===== src/rtl/bar_frame_processor.sv =====
// Frame-synchronised bar processor: snapshots all channels on a vsync rise and processes one channel per cycle (raw/magnitude/peak-hold).
// Latency: NUM_BARS+1 cycles from the accepted vsync rise to the atomic bars update; frame_done pulses on that edge.
// No backpressure: a vsync rise while busy is dropped and sets the sticky overrun flag.
module bar_frame_processor #(
    parameter int NUM_BARS    = 16,
    parameter int SAMPLE_W    = 18,
    parameter int DECAY_SHIFT = 3
) (
    input  logic                         clk,
    input  logic                         rst,
    input  logic                         vsync,
    input  logic                         freeze,
    input  logic [1:0]                   mode,
    input  logic [NUM_BARS*SAMPLE_W-1:0] samples,
    output logic [NUM_BARS*SAMPLE_W-1:0] bars,
    output logic                         frame_done,
    output logic                         busy,
    output logic                         overrun
);

    localparam int IDX_W = $clog2(NUM_BARS);
    localparam logic [SAMPLE_W-1:0] MIN_NEG = {1'b1, {(SAMPLE_W-1){1'b0}}};
    localparam logic [SAMPLE_W-1:0] MAX_POS = {1'b0, {(SAMPLE_W-1){1'b1}}};

    typedef enum logic [1:0] {
        ST_IDLE,
        ST_CAPTURE,
        ST_UPDATE
    } state_t;

    state_t              state_q, state_d;
    logic                vsync_q;
    logic [IDX_W-1:0]    idx_q;
    logic [1:0]          mode_q;
    logic                frame_done_q;
    logic                overrun_q;
    logic [SAMPLE_W-1:0] shadow_q [NUM_BARS];
    logic [SAMPLE_W-1:0] work_q   [NUM_BARS];
    logic [SAMPLE_W-1:0] bars_q   [NUM_BARS];

    logic                rise;
    logic                last_ch;
    logic [SAMPLE_W-1:0] smp, cur, mag, shr, decayed, new_val;

    assign rise    = vsync & ~vsync_q;
    assign last_ch = (idx_q == IDX_W'(NUM_BARS - 1));

    always_comb begin
        state_d = state_q;
        case (state_q)
            ST_IDLE:    if (rise && !freeze) state_d = ST_CAPTURE;
            ST_CAPTURE: state_d = ST_UPDATE;
            ST_UPDATE:  if (last_ch) state_d = ST_IDLE;
            default:    state_d = ST_IDLE;
        endcase
    end

    always_ff @(posedge clk) begin
        if (rst) state_q <= ST_IDLE;
        else     state_q <= state_d;
    end

    // Per-channel datapath for the channel currently addressed by idx_q.
    always_comb begin
        smp = shadow_q[idx_q];
        cur = work_q[idx_q];
        if (!smp[SAMPLE_W-1])   mag = smp;
        else if (smp == MIN_NEG) mag = MAX_POS;
        else                     mag = -smp;
        shr = cur >> DECAY_SHIFT;
        // Small bars would otherwise never decay once the shift term reaches zero.
        if (cur != '0 && shr == '0) decayed = cur - SAMPLE_W'(1);
        else                        decayed = cur - shr;
        case (mode_q)
            2'd1:    new_val = mag;
            2'd2:    new_val = (mag > decayed) ? mag : decayed;
            default: new_val = smp;
        endcase
    end

    always_ff @(posedge clk) begin
        if (rst) begin
            vsync_q      <= 1'b1;
            idx_q        <= '0;
            mode_q       <= 2'd0;
            frame_done_q <= 1'b0;
            overrun_q    <= 1'b0;
            for (int k = 0; k < NUM_BARS; k++) begin
                shadow_q[k] <= '0;
                work_q[k]   <= '0;
                bars_q[k]   <= '0;
            end
        end else begin
            vsync_q      <= vsync;
            frame_done_q <= 1'b0;
            if (rise && state_q != ST_IDLE) overrun_q <= 1'b1;
            case (state_q)
                ST_CAPTURE: begin
                    for (int k = 0; k < NUM_BARS; k++)
                        shadow_q[k] <= samples[k*SAMPLE_W +: SAMPLE_W];
                    mode_q <= mode;
                    idx_q  <= '0;
                end
                ST_UPDATE: begin
                    work_q[idx_q] <= new_val;
                    if (last_ch) begin
                        idx_q        <= '0;
                        frame_done_q <= 1'b1;
                        // Publish the whole bank at once, folding in the channel computed this cycle.
                        for (int k = 0; k < NUM_BARS; k++)
                            bars_q[k] <= (IDX_W'(k) == idx_q) ? new_val : work_q[k];
                    end else begin
                        idx_q <= idx_q + IDX_W'(1);
                    end
                end
                default: ;
            endcase
        end
    end

    for (genvar g = 0; g < NUM_BARS; g++) begin : g_bars
        assign bars[g*SAMPLE_W +: SAMPLE_W] = bars_q[g];
    end

    assign frame_done = frame_done_q;
    assign busy       = (state_q != ST_IDLE);
    assign overrun    = overrun_q;

endmodule


===== config.mk =====
export PLATFORM = sky130hd
export DESIGN_NAME = bar_frame_processor
export DESIGN_NICKNAME = d
export VERILOG_FILES = /design/src/rtl/bar_frame_processor.sv
export SDC_FILE = /design/constraint.sdc
export NUM_CORES = 1
export LEC_CHECK = 0
export BUFFER_PORTS_ARGS = -buffer_cell sky130_fd_sc_hd__buf_2
export CAP_MARGIN = 20
export CORE_MARGIN = 2
export CORE_UTILIZATION = 45
export CTS_BUF_LIST = sky130_fd_sc_hd__clkbuf_8
export DETAILED_ROUTE_END_ITERATION = 16
export GPL_TIMING_DRIVEN = 0
export PLACE_DENSITY = 0.64
export SYNTH_ARGS = -nofsm -noshare
export SYNTH_HDL_FRONTEND = slang
export SYNTH_SLANG_ARGS = --single-unit

===== constraint.sdc =====
create_clock -name clk -period 25.7 [get_ports clk]
set_input_delay 3.855 -clock clk [delete_from_list [all_inputs] [get_ports clk]]
set_output_delay 3.855 -clock clk [all_outputs]
set_load 0.05 [all_outputs]

==> run_results.csv, run 1 <==
group,metric,value,unit
clock_tree,cts_root_buffer,"clkbuf_8",
die,fp.dieH,302,µm
drt,vias,28700,
yosys,syn_inst,2968,
worst_setup_path,critPathCapture,"work_q[1][16]",
timing,rsz0062_at_grt,"false",
timing,clock_skew,0.0431,ns
worst_setup_path,path_depth,31,
status,outcome,"finished, final reports clean",
worst_setup_path,cpMostUsedCell,"clkbuf_1",
global_routing,grtUsageTotal,30.5,%
timing,period_minus_slack,13.10,ns
worst_setup_path,r2r_cells,31,
clock_tree,ctsResizeCount,0,
yosys,synth-async-reset-ratio,0,%
flow_run,cap_viol_max_count,0,
global_routing,grt_pass1_vias,28100,
drt,vias_per_cell,5.72,
worst_setup_path,critPathTopFamily,"buffers and inverters",
worst_setup_path,cp_max_fo,10,
worst_setup_path,required,26.23,ns
clock_tree,clk_latency,0.85,ns
timing,hold_violations,0,
finish,final_area,0.0476,mm²
die,fp-row-count,109,
worst_setup_path,worst_setup_path_start_kind,"flip-flop",
yosys,yosysSeqAreaShare,65.6,%
worst_setup_path,critPathMaxStageDelay,0.96,ns
finish,fin_nets,4063,
power_and_ir_drop,total_power,3.74,mW
worst_setup_path,arrival,13.63,ns
worst_setup_path,r2r_end,"work_q[1][16]",
yosys,synth.distinct_cells,82,
power_and_ir_drop,powerDensity,78.6,mW/mm²
yosys,synth_seq_cells,879,
yosys,synthesis.area,0.0400,mm²
yosys,synth_edf_count,864,
yosys,synth_top_area_cell,"edfxtp_1",
global_routing,antenna_found_initial,14,
timing,slew_headroom,19.5,%
place,io_buffer_count,583,
clock_tree,cts_buffers,145,
worst_setup_path,crit_buf_inv,9,
yosys,synth_fp_nets,3307,
die,start_util,45.4,%
worst_setup_path,endpoint_kind,"flip-flop",
yosys,yosys_warnings,0,
clock_tree,clock-sinks,879,
timing,holdWs,0.478,ns
finish,syn2layout_area_growth,18.9,%
die,core,0.0882,mm²
drt,route.detailed.drc,0,
clock_tree,cts_tree,"built",
timing,tns,0,ns
clock_tree,cts-hold-fix-buffers,0,
worst_setup_path,path_class,"flip-flop to flip-flop",
global_routing,grt_pass1_wl,195,mm
die,die_area,0.0913,mm²
yosys,synth_most_common_cell,"edfxtp_1",
drt,wl,140,mm
worst_setup_path,cpMaxStageDelayCell,"clkbuf_1",
power_and_ir_drop,leakagePower,18.1,nW
timing,fmax,76.4,MHz
global_routing,grt_max_degree,73,
power_and_ir_drop,irDropWorstVdd,0.0563,mV
place,dp_hpwl,106,mm
die,io_pins,585,
place,dpl-instance-area,0.0449,mm²
worst_setup_path,reg2reg_slack,12.60,ns
drt,firstDrtPassIters,6,
die,fp.dieW,302,µm
yosys,synth_top_cell_area_share,64.8,%
yosys,synthTopCellsByArea,"edfxtp_1, mux4_2, nor2_1, and2_1, nor2b_1",
clock_tree,cts_buffer_depth,3,
finish,drive_above_1_share,27.0,%
timing,drv_slew,0,
min_path,hp-class,"flip-flop to flip-flop",
global_routing,grt_overflow,0,
clock_tree,htree_levels,4,
drt,wl_per_cell,27.9,µm
timing,setup_viol,0,
finish,layout.cells.non_filler,5009,
yosys,synthFlopType,"edfxtp_1",
yosys,syn_area_per_cell,13.5,µm²
clock_tree,path_clk_slew,0.06,ns
place,dp_cells,4741,
place,gp_congestion,0.989,
yosys,yosys-top-cells-count,"edfxtp_1, nor2_1, and2_1",
drt,drt_iter0_markers,3618,
timing,finalCritPeriodShare,51.0,%
clock_tree,cts_setup_buffers,0,
timing,worstMarginPinSlew,1.21,ns
drt,ant_nets,0,
state kept, by name (all words and copies together), names as in the netlist, named ones only:
signal	cells
bars_q	288
shadow_q	288
work_q	288
idx_q	4
mode_q	2
state_q	2
frame_done	1
overrun	1
vsync_q	1
per-stage QoR:
stage / setup WS, ns / utilization (%)
floorplan: 3.27 / -
CTS: 12.98 / 53.9
finish: 12.60 / 53.9
global placement: -6.02 / 50.3
detailed placement: 13.09 / 50.9
global route: 12.36 / 53.9
final cells by class:
cell class | count | area, µm²
well taps | 1165 | 1460
inverters | 49 | 184
diodes | 5 | 12.5
clock buffers | 151 | 2080
fillers | 7600 | 40700
plain buffers | 211 | 900
repair buffers | 609 | 3430
flip-flops and latches | 879 | 26200
clock inverters | 111 | 541
multi-input cells | 1829 | 12700
per-layer routing:
| layer | routed length, µm | vias up | track usage, % |
|---|---|---|---|
| met5 | 78 | - | 0 |
| met4 | 6790 | 12 | 14.1 |
| met3 | 13400 | 364 | 6.22 |
| met2 | 67500 | 1892 | 50.7 |
| met1 | 51900 | 14000 | 38.5 |
| li1 | - | 12400 | - |
cell usage in the layout, fill, tap and decap left out, drive strengths merged, types with 4 or more instances in the layout:
cell type / instances
xnor2: 9
a22oi: 26
a31oi: 10
o211ai: 7
o41ai: 4
mux2i: 15
nor3b: 20
and2: 217
diode: 5
dfxtp: 15
ha: 44
a21o: 15
o31ai: 6
clkbuf: 310
a221oi: 15
a21oi: 46
o311ai: 9
a311oi: 7
buf: 661
inv: 106
mux4: 160
nand2: 111
o22ai: 14
nand4: 6
nor4: 13
and3: 6
edfxtp: 864
nor2b: 118
nand3: 66
xor2: 13
a22o: 8
or2: 6
nor2: 682
o21ai: 91
a211oi: 13
clkinvlp: 5
o21a: 11
nor3: 20
clkinv: 49
worst min-delay path by stage:
stage	start	to	slack (ns)	cells past startpoint
6_report	overrun	overrun	0.48	2
5_1_grt	overrun	overrun	0.53	2
4_1_cts	overrun	overrun	0.49	2
3_5_place_dp	overrun	overrun	0.46	2
3_3_place_gp	overrun	overrun	0.45	2
2_1_floorplan	mode_q[1]	mode_q[1]	0.49	2
tightest hold or removal path: stages (launching register included):
cell and delay (ns):
dfxtp_1 0.33, a31oi_1 0.04, nor2_1 0.07
logic make-up (layout without fill, tap and decap cells):
kind of cell	Yosys count	in the layout	share of synthesized area (%)
flops	879	879	65.6
xor+xnor	22	22	0.481
buf+inv	260	1131	2.70
fa+ha+maj	45	45	1.43
compound gates	310	310	5.52
simple gates	1275	1275	14.9
mux	177	177	9.44
other cells	0	5	0
where the power goes:
part	internal, mW	switching [mW]	total [mW]
sequential	1.75	0.0486	1.80
clock	0.551	0.588	1.14
combinational	0.229	0.570	0.799
total	2.53	1.21	3.74
Power figures use the tool's default switching activity.
==> inputs of run 2 (changes only) <==
- clock period: 25.7 -> 13.5 ns (I/O delays scaled with it)
==> run 2 against run 1 <==
Fmax increased by 3.8%. Non-clock buffer count increased by 4. Wire length increased by 0.33%. Total power increased by 93%. Critical path depth increased by 1. Count of clock-buffer cells in the layout increased by 1. Combinational power increased by 90%.
==> run_results.csv, run 2 (same netlist as run 1, synthesis figures left out) <==
group,metric,value,unit
power_and_ir_drop,p_seq_share,47.6,%
worst_setup_path,cp_max_fo,10,
timing,tns,0,ns
worst_setup_path,critPathMaxStageDelay,0.92,ns
min_path,hp-class,"flip-flop to flip-flop",
finish,reg_top3,"bars_q: 288 flops, shadow_q: 288 flops, work_q: 288 flops",
power_and_ir_drop,powerDensity,151,mW/mm²
global_routing,grt_max_degree,70,
drt,wl_per_cell,28.0,µm
worst_setup_path,path_class,"flip-flop to flip-flop",
power_and_ir_drop,leakagePower,18.2,nW
finish,fillers,7619,
drt,drt_iter0_markers,3303,
drt,ant_nets,0,
finish,final_cell_mix,"edfxtp_1, nor2_1, buf_2, and2_1, mux4_2",
clock_tree,clk_latency,0.86,ns
die,die_area,0.0913,mm²
global_routing,grtUsageTotal,30.4,%
place,dp_hpwl,107,mm
global_routing,grt_overflow,0,
worst_setup_path,cpMostUsedCell,"clkbuf_1",
timing,rsz0062_at_grt,"false",
global_routing,grt_pass1_vias,27900,
power_and_ir_drop,irDropWorstVdd,0.0864,mV
timing,slew_headroom,22.2,%
clock_tree,path_clk_slew,0.06,ns
drt,route.detailed.drc,0,
flow_run,cap_viol_max_count,0,
clock_tree,cts_root_buffer,"clkbuf_8",
worst_setup_path,cpMaxStageDelayCell,"clkbuf_1",
power_and_ir_drop,p_clk_share,31.2,%
worst_setup_path,worst_setup_path_start_kind,"flip-flop",
timing,fmax,79.2,MHz
clock_tree,cts_buffers,146,
place,io_buffer_count,583,
timing,clock_skew,0.0720,ns
finish,fin_nets,4068,
place,gp_congestion,0.981,
finish,drive_above_1_share,27.0,%
timing,drv_slew,0,
drt,vias_per_cell,5.75,
die,fp-row-count,109,
clock_tree,clock-sinks,879,
clock_tree,cts_buffer_depth,3,
timing,hold_violations,0,
finish,layout_commonest_cell,"edfxtp_1",
clock_tree,cts_tree,"built",
power_and_ir_drop,p_comb_share,21.2,%
global_routing,antenna_found_initial,13,
timing,finalCritPeriodShare,93.5,%
die,start_util,45.4,%
global_routing,grt_pass1_wl,195,mm
die,fp.dieW,302,µm
power_and_ir_drop,p_int,4.89,mW
finish,syn2layout_area_growth,19.2,%
power_and_ir_drop,p_sw,2.31,mW
clock_tree,ctsResizeCount,0,
power_and_ir_drop,switching_share,32.1,%
timing,worstMarginPinSlew,1.17,ns
drt,firstDrtPassIters,9,
status,outcome,"finished, final reports clean",
die,io_pins,585,
drt,wl,140,mm
clock_tree,cts_setup_buffers,0,
timing,period_minus_slack,12.62,ns
worst_setup_path,required,14.04,ns
drt,vias,28800,
clock_tree,cts-hold-fix-buffers,0,
timing,setup_viol,0,
die,fp.dieH,302,µm
power_and_ir_drop,total_power,7.20,mW
clock_tree,htree_levels,4,
worst_setup_path,arrival,13.16,ns
worst_setup_path,endpoint_kind,"flip-flop",
die,core,0.0882,mm²
==> run 2: cell count changes in the layout (fill, tap and decap cells not counted), sizes merged <==
cell and delta:
buf +4, bufinv +3, clkbuf +1, clkinvlp -1, diode -1, inv -7
==> run 2: worst max-delay path: cells and delay by family, from the launching register on <==
| family | cells | cell delay, ns |
|---|---|---|
| buffers and inverters | 9 | 5.65 |
| flip-flops | 1 | 0.36 |
| AO/OA/AOI/OAI | 11 | 3.11 |
| adder cells (fa/ha/maj) | 3 | 0.81 |
| XOR/XNOR | 1 | 0.25 |
| AND/OR/NAND/NOR | 6 | 1.02 |
| multiplexers | 2 | 1.09 |
==> run 2: area by class of cell <==
cell class / instances / area, µm² / share of cell area (%)
Multi-Input combinational cell: 1829 / 12700 / 26.7
Sequential cell: 879 / 26200 / 55.0
Clock buffer: 152 / 2090 / 4.39
Inverter: 49 / 184 / 0.386
Buffer: 211 / 898 / 1.88
Timing Repair Buffer: 613 / 3460 / 7.25
Clock inverter: 106 / 624 / 1.31
Tap cell: 1165 / 1460 / 3.06
Antenna cell: 4 / 10.0 / 0.0210
==> run 2: power by group through the flow <==
stage          clock (mW)  sequential (mW)  combinational, mW
2_1_floorplan           0             3.61              0.803
3_3_place_gp            0             3.53               1.45
3_5_place_dp            0             3.49               1.49
4_1_cts              2.27             3.43               1.50
5_1_grt              2.37             3.45               1.60
6_report             2.25             3.43               1.52
==> run 2: routing by layer <==
metal / wire (µm) / vias to the layer above / share of wire (%) / track usage, %
met2: 69000 / 1902 / 49 / 51.0
met5: 102 / - / 0.073 / 0
li1: - / 12400 / - / -
met1: 51300 / 14100 / 37 / 37.8
met3: 13600 / 324 / 9.7 / 6.94
met4: 6050 / 16 / 4.3 / 13.6
==> run 2: path summary, 6_finish.rpt <==
check / from / to / slack (ns) / depth (start not counted)
max: flip-flop / work_q[14][16] / 0.88 / 32
max reg2reg: flip-flop / work_q[14][16] / 0.88 / 32
min reg2reg: overrun / overrun / 0.51 / 2
min: overrun / overrun / 0.51 / 2
==> run 2: through the flow <==
| stage | hold WS [ns] | setup slack [ns] | instance area, µm² | utilization [%] | std cells |
|---|---|---|---|---|---|
| after CTS | 0.516 | 1.00 | 47700 | 54.0 | 5002 |
| after global routing | 0.530 | 0.599 | 47700 | 54.0 | 5006 |
| final | 0.512 | 0.880 | 47700 | 54.1 | 5008 |
| after detailed placement | 0.500 | 1.09 | 44900 | 50.9 | 4744 |
| after floorplan | 0.487 | 4.43 | 40000 | - | 2968 |
| after global placement | 0.458 | 0.638 | 44400 | 50.3 | 4716 |
